===== src/rtl/stream_blk_sched.sv =====
// Write/read block sequencer for the per-channel stream buffer (mem_streams).
// Optional partial-block watchdog: define STREAM_BLK_SCHED_TIMEOUT_EN (adds TIMEOUT and o_timeout).
module stream_blk_sched #(
    parameter int unsigned BLOCK_LEN  = 64,
    parameter int unsigned MAX_BLOCKS = 4,
    parameter int unsigned ADDR_WIDTH = 11,
    parameter int unsigned GAP_CYCLES = 2
`ifdef STREAM_BLK_SCHED_TIMEOUT_EN
    ,
    parameter int unsigned TIMEOUT    = 1024
`endif
) (
    input  logic                               i_clk,
    input  logic                               i_reset,
    input  logic                               i_in_vld,
    input  logic                               i_in_sop,
    output logic                               o_in_rdy,
    output logic                               o_wr_wen,
    output logic [ADDR_WIDTH-1:0]              o_wr_addr,
    input  logic                               i_out_rdy,
    output logic                               o_rd_ren,
    output logic                               o_rvalid,
    input  logic                               i_tvalid,
    output logic                               o_blk_start,
    output logic                               o_blk_done,
    output logic [$clog2(MAX_BLOCKS+1)-1:0]    o_blk_cnt,
    output logic                               o_sop_err,
    output logic                               o_busy
`ifdef STREAM_BLK_SCHED_TIMEOUT_EN
    ,
    output logic                               o_timeout
`endif
);

    localparam int unsigned WCNT_W = $clog2(BLOCK_LEN);
    localparam int unsigned CNT_W  = $clog2(MAX_BLOCKS + 1);
    localparam int unsigned GCNT_W = $clog2(GAP_CYCLES) + 1;
    localparam logic [WCNT_W-1:0] WCNT_LAST = WCNT_W'(BLOCK_LEN - 1);
    localparam logic [CNT_W-1:0]  CNT_MAX   = CNT_W'(MAX_BLOCKS);
    localparam logic [GCNT_W-1:0] GCNT_LAST = GCNT_W'(GAP_CYCLES - 1);
`ifdef STREAM_BLK_SCHED_TIMEOUT_EN
    localparam int unsigned WD_W = $clog2(TIMEOUT + 1);
    localparam logic [WD_W-1:0] WD_LAST = WD_W'(TIMEOUT - 1);
`endif

    typedef enum logic [1:0] {ST_IDLE, ST_RD, ST_GAP} state_e;

    state_e                state_q, state_d;
    logic [WCNT_W-1:0]     wcnt_q, wcnt_d;
    logic [WCNT_W-1:0]     rcnt_q, rcnt_d;
    logic [GCNT_W-1:0]     gcnt_q, gcnt_d;
    logic [WCNT_W-1:0]     tcnt_q, tcnt_d;
    logic                  tarm_q, tarm_d;
    logic [ADDR_WIDTH-1:0] waddr_q, waddr_d;
    logic [ADDR_WIDTH-1:0] wr_addr_q, wr_addr_d;
    logic                  wr_wen_q, wr_wen_d;
    logic                  in_rdy_q, in_rdy_d;
    logic [CNT_W-1:0]      blk_cnt_q, blk_cnt_d;
    logic                  sop_err_q, sop_err_d;
    logic                  rd_ren_q, rd_ren_d;
    logic                  rvalid_q, rvalid_d;
    logic                  blk_start_q, blk_start_d;
    logic                  blk_done_q, blk_done_d;
    logic                  busy_q, busy_d;
    logic                  acc_c, blk_inc_c, blk_dec_c;
`ifdef STREAM_BLK_SCHED_TIMEOUT_EN
    logic [WD_W-1:0]       wd_q, wd_d;
    logic                  timeout_q, timeout_d;
`endif

    // Next-state: write counters, block accounting, read FSM, done tracking.
    always_comb begin
        state_d    = state_q;
        wcnt_d     = wcnt_q;
        rcnt_d     = rcnt_q;
        gcnt_d     = gcnt_q;
        tcnt_d     = tcnt_q;
        tarm_d     = tarm_q;
        waddr_d    = waddr_q;
        wr_addr_d  = wr_addr_q;
        sop_err_d  = sop_err_q;
        blk_dec_c  = 1'b0;
        blk_done_d = 1'b0;
        acc_c      = i_in_vld & in_rdy_q;
        blk_inc_c  = acc_c && (wcnt_q == WCNT_LAST);
        wr_wen_d   = acc_c;

        if (acc_c) begin
            wr_addr_d = waddr_q;
            waddr_d   = waddr_q + ADDR_WIDTH'(1);
            wcnt_d    = blk_inc_c ? '0 : wcnt_q + WCNT_W'(1);
            // Framing errors are flagged but the word is kept in sequence.
            if ((wcnt_q == '0) != i_in_sop) sop_err_d = 1'b1;
        end

        case (state_q)
            ST_IDLE: begin
                if ((blk_cnt_q != '0) && i_out_rdy) begin
                    state_d   = ST_RD;
                    rcnt_d    = '0;
                    blk_dec_c = 1'b1;
                end
            end
            ST_RD: begin
                rcnt_d = rcnt_q + WCNT_W'(1);
                if (rcnt_q == WCNT_LAST) begin
                    state_d = ST_GAP;
                    gcnt_d  = '0;
                end
            end
            ST_GAP: begin
                gcnt_d = gcnt_q + GCNT_W'(1);
                if (gcnt_q == GCNT_LAST) state_d = ST_IDLE;
            end
            default: state_d = ST_IDLE;
        endcase

        blk_cnt_d = blk_cnt_q + CNT_W'(blk_inc_c) - CNT_W'(blk_dec_c);
        in_rdy_d  = !((blk_cnt_d == CNT_MAX) && (wcnt_d == '0));

        // Count buffer output words from the first burst cycle onward.
        if (blk_dec_c) begin
            tcnt_d = '0;
            tarm_d = 1'b1;
        end else if (tarm_q && i_tvalid) begin
            if (tcnt_q == WCNT_LAST) begin
                blk_done_d = 1'b1;
                tarm_d     = 1'b0;
                tcnt_d     = '0;
            end else begin
                tcnt_d = tcnt_q + WCNT_W'(1);
            end
        end

        blk_start_d = blk_dec_c;
        rd_ren_d    = (state_d == ST_RD);
        rvalid_d    = (state_d == ST_RD) || (state_q == ST_RD);
        busy_d      = (state_d != ST_IDLE);

`ifdef STREAM_BLK_SCHED_TIMEOUT_EN
        wd_d      = wd_q;
        timeout_d = 1'b0;
        if (acc_c) begin
            wd_d = '0;
        end else if (wcnt_q != '0) begin
            if (wd_q == WD_LAST) begin
                wd_d      = '0;
                timeout_d = 1'b1;
                sop_err_d = 1'b1;
            end else begin
                wd_d = wd_q + WD_W'(1);
            end
        end
`endif
    end

    always_ff @(posedge i_clk) begin
        if (i_reset) begin
            state_q     <= ST_IDLE;
            wcnt_q      <= '0;
            rcnt_q      <= '0;
            gcnt_q      <= '0;
            tcnt_q      <= '0;
            tarm_q      <= 1'b0;
            waddr_q     <= '0;
            wr_addr_q   <= '0;
            wr_wen_q    <= 1'b0;
            in_rdy_q    <= 1'b1;
            blk_cnt_q   <= '0;
            sop_err_q   <= 1'b0;
            rd_ren_q    <= 1'b0;
            rvalid_q    <= 1'b0;
            blk_start_q <= 1'b0;
            blk_done_q  <= 1'b0;
            busy_q      <= 1'b0;
`ifdef STREAM_BLK_SCHED_TIMEOUT_EN
            wd_q        <= '0;
            timeout_q   <= 1'b0;
`endif
        end else begin
            state_q     <= state_d;
            wcnt_q      <= wcnt_d;
            rcnt_q      <= rcnt_d;
            gcnt_q      <= gcnt_d;
            tcnt_q      <= tcnt_d;
            tarm_q      <= tarm_d;
            waddr_q     <= waddr_d;
            wr_addr_q   <= wr_addr_d;
            wr_wen_q    <= wr_wen_d;
            in_rdy_q    <= in_rdy_d;
            blk_cnt_q   <= blk_cnt_d;
            sop_err_q   <= sop_err_d;
            rd_ren_q    <= rd_ren_d;
            rvalid_q    <= rvalid_d;
            blk_start_q <= blk_start_d;
            blk_done_q  <= blk_done_d;
            busy_q      <= busy_d;
`ifdef STREAM_BLK_SCHED_TIMEOUT_EN
            wd_q        <= wd_d;
            timeout_q   <= timeout_d;
`endif
        end
    end

    assign o_in_rdy    = in_rdy_q;
    assign o_wr_wen    = wr_wen_q;
    assign o_wr_addr   = wr_addr_q;
    assign o_rd_ren    = rd_ren_q;
    assign o_rvalid    = rvalid_q;
    assign o_blk_start = blk_start_q;
    assign o_blk_done  = blk_done_q;
    assign o_blk_cnt   = blk_cnt_q;
    assign o_sop_err   = sop_err_q;
    assign o_busy      = busy_q;
`ifdef STREAM_BLK_SCHED_TIMEOUT_EN
    assign o_timeout   = timeout_q;
`endif

endmodule


===== config.mk =====
export PLATFORM = sky130hd
export DESIGN_NAME = stream_blk_sched
export DESIGN_NICKNAME = d
export VERILOG_FILES = /design/src/rtl/stream_blk_sched.sv
export SDC_FILE = /design/constraint.sdc
export NUM_CORES = 1
export LEC_CHECK = 0
export ABC_AREA = 1
export CELL_PAD_IN_SITES_DETAIL_PLACEMENT = 0
export CELL_PAD_IN_SITES_GLOBAL_PLACEMENT = 1
export CORE_UTILIZATION = 43
export CTS_CLUSTER_SIZE = 16
export DETAILED_ROUTE_END_ITERATION = 8
export HOLD_SLACK_MARGIN = 0.03
export PLACE_DENSITY_LB_ADDON = 0.1
export SYNTH_ARGS = -nofsm -noshare
export SYNTH_HDL_FRONTEND = slang
export SYNTH_SLANG_ARGS = --single-unit

===== constraint.sdc =====
create_clock -name i_clk -period 4.1 [get_ports i_clk]
set_clock_uncertainty 0.05 [all_clocks]
set_input_delay 0.82 -clock i_clk [delete_from_list [all_inputs] [get_ports i_clk]]
set_output_delay 0.82 -clock i_clk [all_outputs]
set_load 0.005 [all_outputs]

==> impl_metrics.toml <==
[outcome]
outcome = "completed"

[routing]
ant_nets = 0
dr.pass1.iters = 6
drc_errors = 0
viasPerCell = 4.72
drt_iter0_drc = 64
routedWlPerCell_um = 10.5
drt-total-wl_mm = 4.58
vias = 2059

[synthesis]
synth-simple-area-share_pct = 28.9
yosysTopAreaCellShare_pct = 45.3
synthCells = 335
ys_seq_area_share_pct = 45.3
synth_fp_nets = 349
synth_compound_area_share_pct = 11.9
synth.area.top_cells = "dfxtp_1, nand2_1, inv_1, a21oi_1, nor2_1"
ys_types = 27
yosysTopAreaCell = "dfxtp_1"
synth-seq-cells = 56
synth_xor_area_share_pct = 1.06
synthAdderAreaFrac_pct = 4.35
yosys_warnings = 0
synthMuxAreaShare_pct = 0
synth_top_family_by_area = "simple AND/OR/NAND/NOR gates"
avgSynthCellArea_um2 = 7.39
synth.cell_area_mm2 = 0.00248

[global_routing]
grt_overflow = 0
grt_max_degree = 28
grt_pass1_vias = 1842
grt_pass1_wl_mm = 8.15
grt_use_total_pct = 17.0
antenna_found_initial = 0

[floorplanning]
core_mm2 = 0.00554
die_h_um = 77.9
die_w_um = 77.9
die-area_mm2 = 0.00607
boundaryPins = 28
start_util_pct = 44.7
fp-row-count = 27

[worst_setup_path]
worstPathRequired_ns = 4.25
critPathKind = "input port to flip-flop"
worstPathCellList = "clkdlybuf4s50_1, nand2_4, nor2_1, nand3_2, xor2_1, ha_1, fa_1, inv_1, nand2_1, nand2_1, nand3_1, nor2_1, nand3_1"
crit_path_start = "i_in_vld"
ff2ff_path_depth = 12
reg2reg_slack_ns = 1.80
critPathCapture = "o_in_rdy"
cpMaxStageDelayCell = "clkdlybuf4s50_1"
crit_buf_inv = 2
cp_data_arrival_time_ns = 3.05
cp-end-kind = "flip-flop"
cp_num_cells = 13
max_stage_delay_ns = 0.52
timing.rr.start = "o_in_rdy"
critPathTopFamily = "simple AND/OR/NAND/NOR gates"
start_kind = "input port"
worstPathMaxFanout = 17
reg2reg_to = "o_in_rdy"

[sta]
setup_ws_ns = 1.20
min_period_ns = 2.90
worst_slew_pin_slew_ns = 0.689
whs_ns = 0.411
drv_slew = 0
setup_viol = 0
clock.fmax_mhz = 345
tns_ns = 0
max-slew-margin-rel_pct = 54.0
period_share_pct = 70.7
grt_setup_unrepaired = "false"
hold_viol = 0

[pwr]
power.total_uw = 1350
p_leak_uw = 0.00121
power.density_mw_per_mm2 = 466
irDropWorstVdd_mv = 0.186

[layout]
nFillCells = 578
multi_input_area_mm2 = 0.00114
final_common_cell = "nand2_1"
antennaDiodeCount = 0
post-route-util_pct = 52.4
drive_gt1_share_pct = 6.04
layout_common_cells = "nand2_1, dfxtp_1, inv_1, nor2_1, a21oi_1"
nets = 377
seq_area_mm2 = 0.00112
syn2layout_area_growth_pct = 17.2

[cts]
clk_path_buf_depth = 2
cts_tree = "yes"
cts_made_buffers = 5
cts.sinks = 56
cts_hold_buf = 0
post_cts_buffers = 0
insertion_delay_ns = 0.30
clk_pin_slew_ns = 0.09
h-tree-depth = 2
root_buffer = "clkbuf_8"
postCtsResizedCells = 0

[flow_run]
cap_violations = 0

[worst_hold_path]
hold_class = "flip-flop to flip-flop"
hp-start = "o_sop_err"

[placed_design]
dp.final_hpwl_mm = 3.35
dp_slack_ns = 0.873
gp_congestion = 0.823
port_buffers = 27
## synthesized netlist by cell type
cell / count
a211oi_1: 1
a21boi_0: 1
a21oi_1: 32
buf_2: 4
clkbuf_1: 3
clkinv_4: 1
dfxtp_1: 56
fa_1: 1
ha_1: 7
inv_1: 46
nand2_1: 72
nand2_4: 3
nand3_1: 21
nand3_2: 2
nand3b_1: 1
nand4_1: 3
nand4_2: 1
nor2_1: 42
nor2_2: 3
nor3_1: 5
nor3_4: 2
o21ai_0: 20
o21ai_1: 2
o21ai_2: 1
or2_2: 2
xnor2_1: 1
xor2_1: 2
## stage by stage
stage / cells / instance area (um^2)
floorplan: 335 / 2480
global placement: 428 / 2810
detailed placement: 428 / 2810
CTS: 436 / 2900
global route: 436 / 2900
finish: 436 / 2900
## final cells by class
cell class | count | area share [%]
Multi-Input combinational cell | 225 | 39.4
Sequential cell | 56 | 38.6
Timing Repair Buffer | 28 | 9.57
Inverter | 47 | 6.25
Clock buffer | 8 | 3.10
Tap cell | 72 | 3.10
## logic make-up (layout without fill, tap and decap cells)
family,count (synthesis),count (layout)
and+or+nand+nor,157,157
buffers and inverters,54,83
adders and majority gates,8,8
AOI/OAI and AO/OA,57,57
xor gates and xnor gates,3,3
DFF,56,56
## worst min-delay path: stages, from the launching register on
cell and delay (ns):
dfxtp_1 0.32, inv_1 0.05, a21oi_1 0.06
## layer usage
layer	share of wire, %	track usage (%)
met3	3.8	4.24
met2	44	28.0
met1	51	21.9
met4	0.52	4.53
met5	0	0
## state kept, by name (all words and copies together), names as in the netlist, 2 cells and up
register / count
gcnt_q: 2
o_blk_cnt: 3
o_wr_addr: 11
rcnt_q: 6
state_q: 2
tcnt_q: 6
waddr_q: 11
wcnt_q: 6
## worst min-delay path by stage
| stage | to | slack, ns | cells past startpoint |
|---|---|---|---|
| after detailed placement | o_sop_err | 0.40 | 2 |
| after global placement | o_sop_err | 0.39 | 2 |
| after global routing | o_sop_err | 0.44 | 2 |
| after floorplan | gcnt_q[0] | 0.38 | 1 |
| after CTS | o_sop_err | 0.41 | 2 |
| final | o_sop_err | 0.41 | 2 |
## where the power goes
part,internal (uW),switching [uW]
combinational,174,212
clock,138,167
sequential,615,46.2
(Power assumes the default switching activity.)
